## config.mk

```make
export PLATFORM = sky130hd
export DESIGN_NAME = sieve_param
export DESIGN_NICKNAME = d
export VERILOG_FILES = /design/src/rtl/sieve_pkg.sv /design/src/rtl/sieve_rd_pipe.sv /design/src/rtl/sieve_param.sv
export SDC_FILE = /design/constraint.sdc
export NUM_CORES = 1
export LEC_CHECK = 0
export CORE_ASPECT_RATIO = 0.9
export CORE_UTILIZATION = 40
export DETAILED_ROUTE_END_ITERATION = 10
export GPL_TIMING_DRIVEN = 0
export PLACE_DENSITY_LB_ADDON = 0.15
export SLEW_MARGIN = 20
export SYNTH_ARGS = -nofsm -noshare
export SYNTH_HDL_FRONTEND = slang
export SYNTH_HIERARCHICAL = 1
export SYNTH_SLANG_ARGS = --single-unit
export TNS_END_PERCENT = 1
```

## constraint.sdc

```tcl
create_clock -name clk -period 4.2 [get_ports clk]
set_input_delay 0.42 -clock clk [delete_from_list [all_inputs] [get_ports clk]]
set_output_delay 0.42 -clock clk [all_outputs]
set_load 0.02 [all_outputs]
```

## src/rtl/sieve_pkg.sv

```systemverilog
// rtl/sieve_pkg.sv - shared state encoding and bitmap constants for the sieve engine
package sieve_pkg;

   typedef enum logic [3:0] {
      IDLE,
      CLEAR,
      CHK_RD,
      CHK_WAIT,
      MARK,
      SCAN_RD,
      SCAN_WAIT,
      EMIT,
      DONE
   } state_e;

   localparam logic CAND = 1'b0;
   localparam logic COMP = 1'b1;

endpackage

```

## src/rtl/sieve_rd_pipe.sv

```systemverilog
// rtl/sieve_rd_pipe.sv - read-valid tag pipeline matching the external bitmap read latency
module sieve_rd_pipe #(
   parameter int RD_LAT = 1
) (
   input  logic clk,
   input  logic rst,
   input  logic rd_issue,
   output logic rd_valid
);

   logic [RD_LAT-1:0] tag_q;
   logic [RD_LAT-1:0] tag_d;

   always_comb begin
      tag_d    = tag_q << 1;
      tag_d[0] = rd_issue;
   end

   always_ff @(posedge clk) begin
      if (rst) begin
         tag_q <= '0;
      end else begin
         tag_q <= tag_d;
      end
   end

   assign rd_valid = tag_q[RD_LAT-1];

endmodule

```

## src/rtl/sieve_param.sv

```systemverilog
// rtl/sieve_param.sv - Sieve of Eratosthenes engine over an external 1-bit bitmap memory
module sieve_param
   import sieve_pkg::*;
#(
   parameter int W      = 8,
   parameter int RD_LAT = 1
) (
   input  logic         clk,
   input  logic         rst,
   input  logic         start,
   input  logic [W-1:0] limit,
   output logic         mem_we,
   output logic [W-1:0] mem_addr,
   output logic         mem_wdata,
   input  logic         mem_rdata,
   output logic         prime_valid,
   input  logic         prime_ready,
   output logic [W-1:0] prime_data,
   output logic [W-1:0] prime_count,
   output logic         busy,
   output logic         done
);

   localparam logic [W:0] TWO = (W+1)'(2);

   state_e       state_q, state_d;
   logic [W:0]   lim_q, lim_d;
   logic [W:0]   i_q, i_d;
   logic [W:0]   addr_q, addr_d;
   logic [W-1:0] prime_data_q, prime_data_d;
   logic [W-1:0] prime_count_q, prime_count_d;
   logic [W:0]   two_i;
   logic [W:0]   j_next;
   logic         rd_issue;
   logic         rd_valid;

   // All loop bounds are compared one bit wider than the bitmap so limit = 2^W-1 never wraps.
   assign two_i  = i_q << 1;
   assign j_next = addr_q + i_q;

   sieve_rd_pipe #(
      .RD_LAT (RD_LAT)
   ) u_rd_pipe (
      .clk      (clk),
      .rst      (rst),
      .rd_issue (rd_issue),
      .rd_valid (rd_valid)
   );

   always_comb begin
      state_d       = state_q;
      lim_d         = lim_q;
      i_d           = i_q;
      addr_d        = addr_q;
      prime_data_d  = prime_data_q;
      prime_count_d = prime_count_q;
      rd_issue      = 1'b0;
      case (state_q)
         IDLE, DONE: begin
            if (start) begin
               lim_d         = {1'b0, limit};
               addr_d        = '0;
               prime_count_d = '0;
               state_d       = CLEAR;
            end
         end
         CLEAR: begin
            if (addr_q >= lim_q) begin
               i_d     = TWO;
               state_d = CHK_RD;
            end else begin
               addr_d = addr_q + 1'b1;
            end
         end
         CHK_RD: begin
            if (two_i > lim_q) begin
               addr_d  = TWO;
               state_d = SCAN_RD;
            end else begin
               rd_issue = 1'b1;
               state_d  = CHK_WAIT;
            end
         end
         CHK_WAIT: begin
            if (rd_valid) begin
               if (mem_rdata == COMP) begin
                  i_d     = i_q + 1'b1;
                  state_d = CHK_RD;
               end else begin
                  addr_d  = two_i;
                  state_d = MARK;
               end
            end
         end
         MARK: begin
            // Entry guarantees addr_q <= limit, so every MARK cycle is a legal write.
            addr_d = j_next;
            if (j_next > lim_q) begin
               i_d     = i_q + 1'b1;
               state_d = CHK_RD;
            end
         end
         SCAN_RD: begin
            if (addr_q > lim_q) begin
               state_d = DONE;
            end else begin
               rd_issue = 1'b1;
               state_d  = SCAN_WAIT;
            end
         end
         SCAN_WAIT: begin
            if (rd_valid) begin
               if (mem_rdata == CAND) begin
                  prime_data_d = addr_q[W-1:0];
                  state_d      = EMIT;
               end else begin
                  addr_d  = addr_q + 1'b1;
                  state_d = SCAN_RD;
               end
            end
         end
         EMIT: begin
            if (prime_ready) begin
               prime_count_d = prime_count_q + 1'b1;
               addr_d        = addr_q + 1'b1;
               state_d       = SCAN_RD;
            end
         end
         default: state_d = IDLE;
      endcase
   end

   always_ff @(posedge clk) begin
      if (rst) begin
         state_q       <= IDLE;
         lim_q         <= '0;
         i_q           <= '0;
         addr_q        <= '0;
         prime_data_q  <= '0;
         prime_count_q <= '0;
      end else begin
         state_q       <= state_d;
         lim_q         <= lim_d;
         i_q           <= i_d;
         addr_q        <= addr_d;
         prime_data_q  <= prime_data_d;
         prime_count_q <= prime_count_d;
      end
   end

   // Write enable is masked by rst so an abort stops writes in the very cycle it is raised.
   assign mem_we      = ((state_q == CLEAR) || (state_q == MARK)) && !rst;
   assign mem_wdata   = (state_q == MARK) ? COMP : CAND;
   assign mem_addr    = ((state_q == CHK_RD) || (state_q == CHK_WAIT)) ? i_q[W-1:0] : addr_q[W-1:0];
   assign prime_valid = (state_q == EMIT);
   assign prime_data  = prime_data_q;
   assign prime_count = prime_count_q;
   assign busy        = (state_q != IDLE) && (state_q != DONE);
   assign done        = (state_q == DONE);

endmodule

```

==> run metrics, run 1 <==
status finished clean; P_int 1.104 mW; fmax between 200 and 300 MHz; register area share after synthesis 0.2642; syn nets 503; # fillers 859; worst hold path stage count 2; VDD IR-drop max roughly 0.20 mV; Die H a little over 90 um; FF-to-FF setup slack 0.28 ns; reg2reg path depth 14; total global routing overflow 0; PwrDens roughly 490 nW/um^2; P&R area growth vs syn 19.18%; clk root buf clkbuf_8; Pre-antenna DRT Iters 7; Seq cells post-synth 47; final instance area 4244 um^2; Initial DRC Count 260; footprint of the multi-input gates 2465 um^2; ys flop type dfxtp_1; DR vias between 3000 and 4000; worst r2r src i_q[0]; pin count of the biggest net entering global routing 15; Buf+Inv Stages, Crit Path 1; hold endpoint lim_q[6]; Worst-Margin Slew 1.018 ns; Hold Fails Final Rpt 0; Critical Path AT around 4.2 ns; CP Data Required Time 4.45 ns; leakage power total between 1.5 and 2 nW; TritonCTS buffer count 5; post-DP HPWL around 8000 um; Core Box Area 8608 um^2; slowest CP cell dfxtp_2; WL per Instance between 15 and 20 um; syn_area_per_cell around 7.8 um^2; diode count 0; min cycle time layout between 3 and 4 ns; number of synthesized flops with an enable pin 0; initial antenna violation count 0; RSZ-0062 raised after global routing false; Die Wd 101.5 um; layout net count about 550; Synth async-reset ratio 0; startpoint types flop; WHS roughly 0.46 ns; TritonCTS clock tree yes; # setup viols final 0; RePlAce Congestion ~0.9; switching power total around 0.96 mW; clock buffer depth 2; number of I/O pins between 40 and 50; # port buffers 41; critical path's top delay family compound AO/OA/AOI/OAI gates; H-tree depth 2; slowest stage delay, CP 0.44 ns; Yosys warning count 6; layout cells sized above 1 0.06746; worst-skew pair later-pin latency around 0.3 ns; Slew Viols, Final 0; crit-path max FO 8; switching part of the total 0.4638; Post-Synthesis Cells roughly 460; Routed Antenna Nets 0; clock tree sinks 47; Final period util 0.9333; Synth cell types slightly above 60; Worst Hold Class reg2reg; Total GRT Usage 0.2258; critical path class reg2reg; Initial Utilization 0.4137; Storage cell area between 900 and 1000 um^2; worst-path cell chain ha_1 > inv_1 > fa_1 > nor2b_1 > o2111ai_1 > and2_1 > xnor2_2 > ha_1 > nor2b_1 > or4_1 > o32a_1 > o21a_1 > a21oi_4 > a22o_1; skew final between 0.004 and 0.005 ns; power share of the clock group 0.151; relative slew slack 0.3164; # Max-Cap Violations 0; vias in the first global route 3238; dpl cell area around 4100 um^2; number of vias per cell between 5 and 6; sequential power share 0.276; setup_tns 0 ns; DRC 0; Rows 32; Detailed Route WL between 10000 and 15000 um; Gate power share 0.573; hold_sp lim_q[6]; synthesized area about 3600 um^2; worst reg2reg path endpoint i_q[2]; first-pass GRT wire length 16340 um; Worst setup EP type flop; clock-pin slew on the worst setup and hold paths ~0.09 ns; die area 9284 um^2; CP Depth 14
[cell usage in the layout (no fill, tap or decap), types with 10 or more instances in the layout]
master / Yosys / layout
ha_1: 34 / 34
inv_1: 25 / 25
clkbuf_1: 13 / 13
o21ai_0: 16 / 16
clkdlybuf4s50_1: 0 / 41
nor3_1: 12 / 12
dfxtp_1: 47 / 44
nand2_1: 43 / 43
xnor2_1: 13 / 12
a21oi_1: 31 / 31
nor2_1: 59 / 59
a211oi_1: 10 / 10
nand3_1: 21 / 21
[cell families after synthesis]
family | after synthesis | synth area share
compound gates | 117 | 0.2330
xor+xnor | 21 | 0.05165
fa+ha+maj | 35 | 0.1251
buf+inv | 43 | 0.04814
flops | 47 | 0.2642
mux | 12 | 0.03514
simple gates | 180 | 0.2428
[per-stage QoR]
stage | util | instances | total power, mW | setup slack [ns]
global placement | 0.4786 | 615 | 1.707 | 0.1125
finish | 0.4930 | 623 | 2.060 | 0.2803
detailed placement | 0.4786 | 615 | 1.726 | 0.08549
global route | 0.4930 | 623 | 2.219 | 0.06384
CTS | 0.4907 | 623 | 2.044 | 0.04587
floorplan | - | 455 | 1.399 | 0.7666
[worst max path at each step]
stage                     startpoint     end  slack (ns)
after floorplan               i_q[0]  i_q[3]        0.77
after global placement        i_q[0]  i_q[2]        0.11
after detailed placement      i_q[0]  i_q[2]        0.09
after CTS                     i_q[0]  i_q[2]        0.05
after global routing          i_q[0]  i_q[7]        0.06
final                         i_q[0]  i_q[2]        0.28
[area by class of cell]
type / instances / area share
well taps: 119 / 0.03508
inverters: 26 / 0.02300
plain buffers: 17 / 0.01739
flip-flops and latches: 47 / 0.2226
clock inverters: 1 / 0.001769
clock buffers: 7 / 0.02270
multi-input cells: 365 / 0.5808
repair buffers: 41 / 0.09670
[worst register-to-register path, cell delays in order, from the launching register on]
cell       delay [ns]
dfxtp_2          0.44
ha_1             0.22
inv_1            0.06
fa_1             0.40
nor2b_1          0.18
o2111ai_1        0.18
and2_1           0.23
xnor2_2          0.18
ha_1             0.27
nor2b_1          0.13
or4_1            0.40
o32a_1           0.40
o21a_1           0.27
a21oi_4          0.29
a22o_1           0.19
[timing repair]
action / in CTS / in global routing
hold buffers: 0 / 0
setup buffers: 0 / 0
gates resized for setup: 0 / 5
endpoints found under the setup margin: 0 / 12
[Yosys cell counts, types with 7 or more instances]
library cell	number	area, um^2
o21ai_0	16	80.08
nand2_1	43	161.4
xor2_1	8	70.07
a211oi_1	10	75.07
a21oi_1	31	155.2
nor3_1	12	60.06
clkbuf_1	13	48.80
xnor2_1	13	113.9
ha_1	34	425.4
dfxtp_1	47	940.9
nand3_1	21	105.1
nor2_1	59	221.5
mux2i_1	8	80.08
a22o_1	8	70.07
nand4_1	7	43.79
inv_1	25	93.84
[sequential cells by signal (all words and copies together), names as in the netlist]
name / cells
addr_q: 9
i_q: 9
lim_q: 8
prime_count: 8
prime_data: 8
state_q: 4
u_rd_pipe/rd_valid: 1
[power by group through the flow]
| stage | Combinational, mW | Clock (mW) | Sequential (mW) |
|---|---|---|---|
| finish | 1.18 | 0.311 | 0.568 |
| detailed placement | 1.15 | 0 | 0.575 |
| floorplan | 0.849 | 0 | 0.550 |
| global route | 1.30 | 0.342 | 0.577 |
| CTS | 1.16 | 0.324 | 0.564 |
| global placement | 1.13 | 0 | 0.576 |
[routing by layer]
layer	vias to the layer above	global-route usage	share of wire
met3	10	0.03541	0.074
met1	1603	0.3208	0.47
met2	136	0.3526	0.45
met5	-	0	0
met4	0	0.05676	0.014
li1	1745	-	-
Note: power is estimated with default switching activity, not from simulation.
==> run 2: changes to the inputs <==
--- a/config.mk
+++ b/config.mk
@@ -5,9 +5,11 @@
 export SDC_FILE = /design/constraint.sdc
 export NUM_CORES = 1
 export LEC_CHECK = 0
+export CAP_MARGIN = 20
 export CORE_ASPECT_RATIO = 0.9
 export CORE_UTILIZATION = 40
 export DETAILED_ROUTE_END_ITERATION = 10
+export DONT_BUFFER_PORTS = 1
 export GPL_TIMING_DRIVEN = 0
 export PLACE_DENSITY_LB_ADDON = 0.15
 export SLEW_MARGIN = 20
==> run 2 against run 1 <==
Against the previous run:
- register-to-register slack got worse by 0.07 ns
- count of clock-buffer cells in the layout fell by 2
- power fell by 4.7%
- sequential power barely moved
- fmax fell by 1.7%
- sequential share of layout area rose by 2.5 points
- critical path type unchanged
==> run metrics, run 2 (synthesized netlist as in run 1, its figures left out) <==
status finished clean; WL per Instance 17.45 um (+7.8%); # Max-Cap Violations 0 (unchanged); Final period util 0.9490 (+0.01574); clock tree sinks 47 (unchanged); clock-pin slew on the worst setup and hold paths 0.09 ns (about the same); commonest non-fill, non-tap cell in the layout nor2_1; Hold Fails Final Rpt 0 (unchanged); fin cells 581 (-6.7%); clk root buf clkbuf_8; number of vias per cell 5.799 (+3.4%); Initial Utilization 0.4137 (unchanged); layout net count 510 (-7.4%); post-DP HPWL 7886 um (+0.72%); slowest CP cell dfxtp_2; Worst Hold Class in2reg; min cycle time layout 3.986 ns (+0.06610 ns); critical path class reg2reg; skew final 0.007152 ns (+0.002201 ns); Resized Gates After CTS 0 (unchanged); relative slew slack 0.3139 (-0.002515); number of I/O pins 42 (unchanged); fin util 0.4427 (-0.05029); most frequent cells in the layout 59 x nor2_1, 45 x dfxtp_1, 43 x nand2_1; clock buffer depth 2 (unchanged); initial antenna violation count 0 (unchanged); PwrDens 514.9 nW/um^2 (+6.1%); fmax 250.9 MHz (-1.7%); Critical Path AT 4.24 ns (+0.07 ns); startpoint types flop; RePlAce Congestion 0.8506 (-5.5%); Detailed Route WL 10140 um (+0.50%); Buf+Inv Stages, Crit Path 1 (unchanged); RSZ-0062 raised after global routing false; P&R area growth vs syn 7.028%; largest registers addr_q x9, i_q x9; Worst setup EP type flop; Slew Viols, Final 0 (unchanged); Worst-Margin Slew 1.021 ns (+0.003744 ns); placed insts 574 (-6.7%); DR vias 3369 (-3.6%); layout cells sized above 1 0.06926 (+0.001804); Initial DRC Count 231 (-11%); setup bufs post-CTS 0 (unchanged); leakage power total 1.524 nW (-9.1%); worst-skew pair later-pin latency 0.31 ns (about the same); worst-path cell chain ha_1 > inv_1 > fa_1 > nor2b_1 > o2111ai_1 > and2_1 > xnor2_2 > ha_1 > nor2b_1 > or4_1 > o32a_1 > o21a_1 > a21oi_4 > a22o_1; # port buffers 0 (-100%); vias in the first global route 3036 (-6.2%); pin count of the biggest net entering global routing 15 (unchanged); # setup viols final 0 (unchanged); Die H 91.51 um (unchanged); crit-path max FO 8 (unchanged); critical path's top delay family compound AO/OA/AOI/OAI gates; Die Wd 101.5 um (unchanged); H-tree depth 2 (unchanged); slowest stage delay, CP 0.44 ns (about the same); CP Data Required Time 4.46 ns (about the same); Rows 32 (unchanged); diode count 0 (unchanged); TritonCTS clock tree yes; hold_buf cts 0 (unchanged); Total GRT Usage 0.2243 (-0.001564); Routed Antenna Nets 0 (unchanged); VDD IR-drop max 0.1889 mV (-7.0%); first-pass GRT wire length 15910 um (-2.6%); die area 9284 um^2 (unchanged); TritonCTS buffer count 5 (unchanged); DRC 0 (unchanged); total global routing overflow 0 (unchanged); setup_tns 0 ns (unchanged); Core Box Area 8608 um^2 (unchanged); Pre-antenna DRT Iters 5 (-2)
## run 2: cell types whose count changed in the layout (fill, tap and decap cells not counted), sizes merged
cell / change
clkdlybuf4s50: -41
clkbuf: -2
clkinv: +2
clkinvlp: -1
## run 2: final cells by class
class                   count  area (um^2)
plain buffers              17        73.82
well taps                 119        148.9
inverters                  26        97.59
clock buffers               5        68.82
multi-input cells         365         2465
fillers                   878         4797
clock inverters             2        13.76
flip-flops and latches     47        943.4
## run 2: power breakdown
| part | internal [mW] | switching [mW] |
|---|---|---|
| registers | 0.498 | 0.0713 |
| clock network | 0.114 | 0.166 |
| logic | 0.395 | 0.718 |
| total | 1.01 | 0.955 |
## run 2: stage by stage
| stage | power, mW | setup WS [ns] | cell area (um^2) | hold WS, ns |
|---|---|---|---|---|
| 6_report | 1.963 | 0.2142 | 3811 | 0.1536 |
| 5_1_grt | 2.126 | 0.02920 | 3811 | 0.1377 |
| 4_1_cts | 1.958 | 0.08804 | 3794 | 0.1442 |
| 3_5_place_dp | 1.669 | 0.1103 | 3711 | 0.4497 |
| 3_3_place_gp | 1.649 | 0.1207 | 3710 | 0.4426 |
| 2_1_floorplan | 1.399 | 0.7666 | 3561 | 0.4363 |
## run 2: per-layer routing
metal / vias to the layer above / global-route usage / part of all wire
li1: 1656 / - / -
met1: 1594 / 0.3185 / 0.49
met2: 103 / 0.3401 / 0.44
met3: 16 / 0.04311 / 0.058
met4: 0 / 0.06522 / 0.017
met5: - / 0 / 0
## run 2: path summary, 6_finish.rpt
| path | startpoint | end | slack (ns) | cells past startpoint |
|---|---|---|---|---|
| max reg2reg | i_q[0] | i_q[6] | 0.21 | 14 |
| min reg2reg | lim_q[3] | lim_q[3] | 0.47 | 2 |
| max | i_q[0] | i_q[6] | 0.21 | 14 |
| min | rst | u_rd_pipe/rd_valid | 0.15 | 1 |
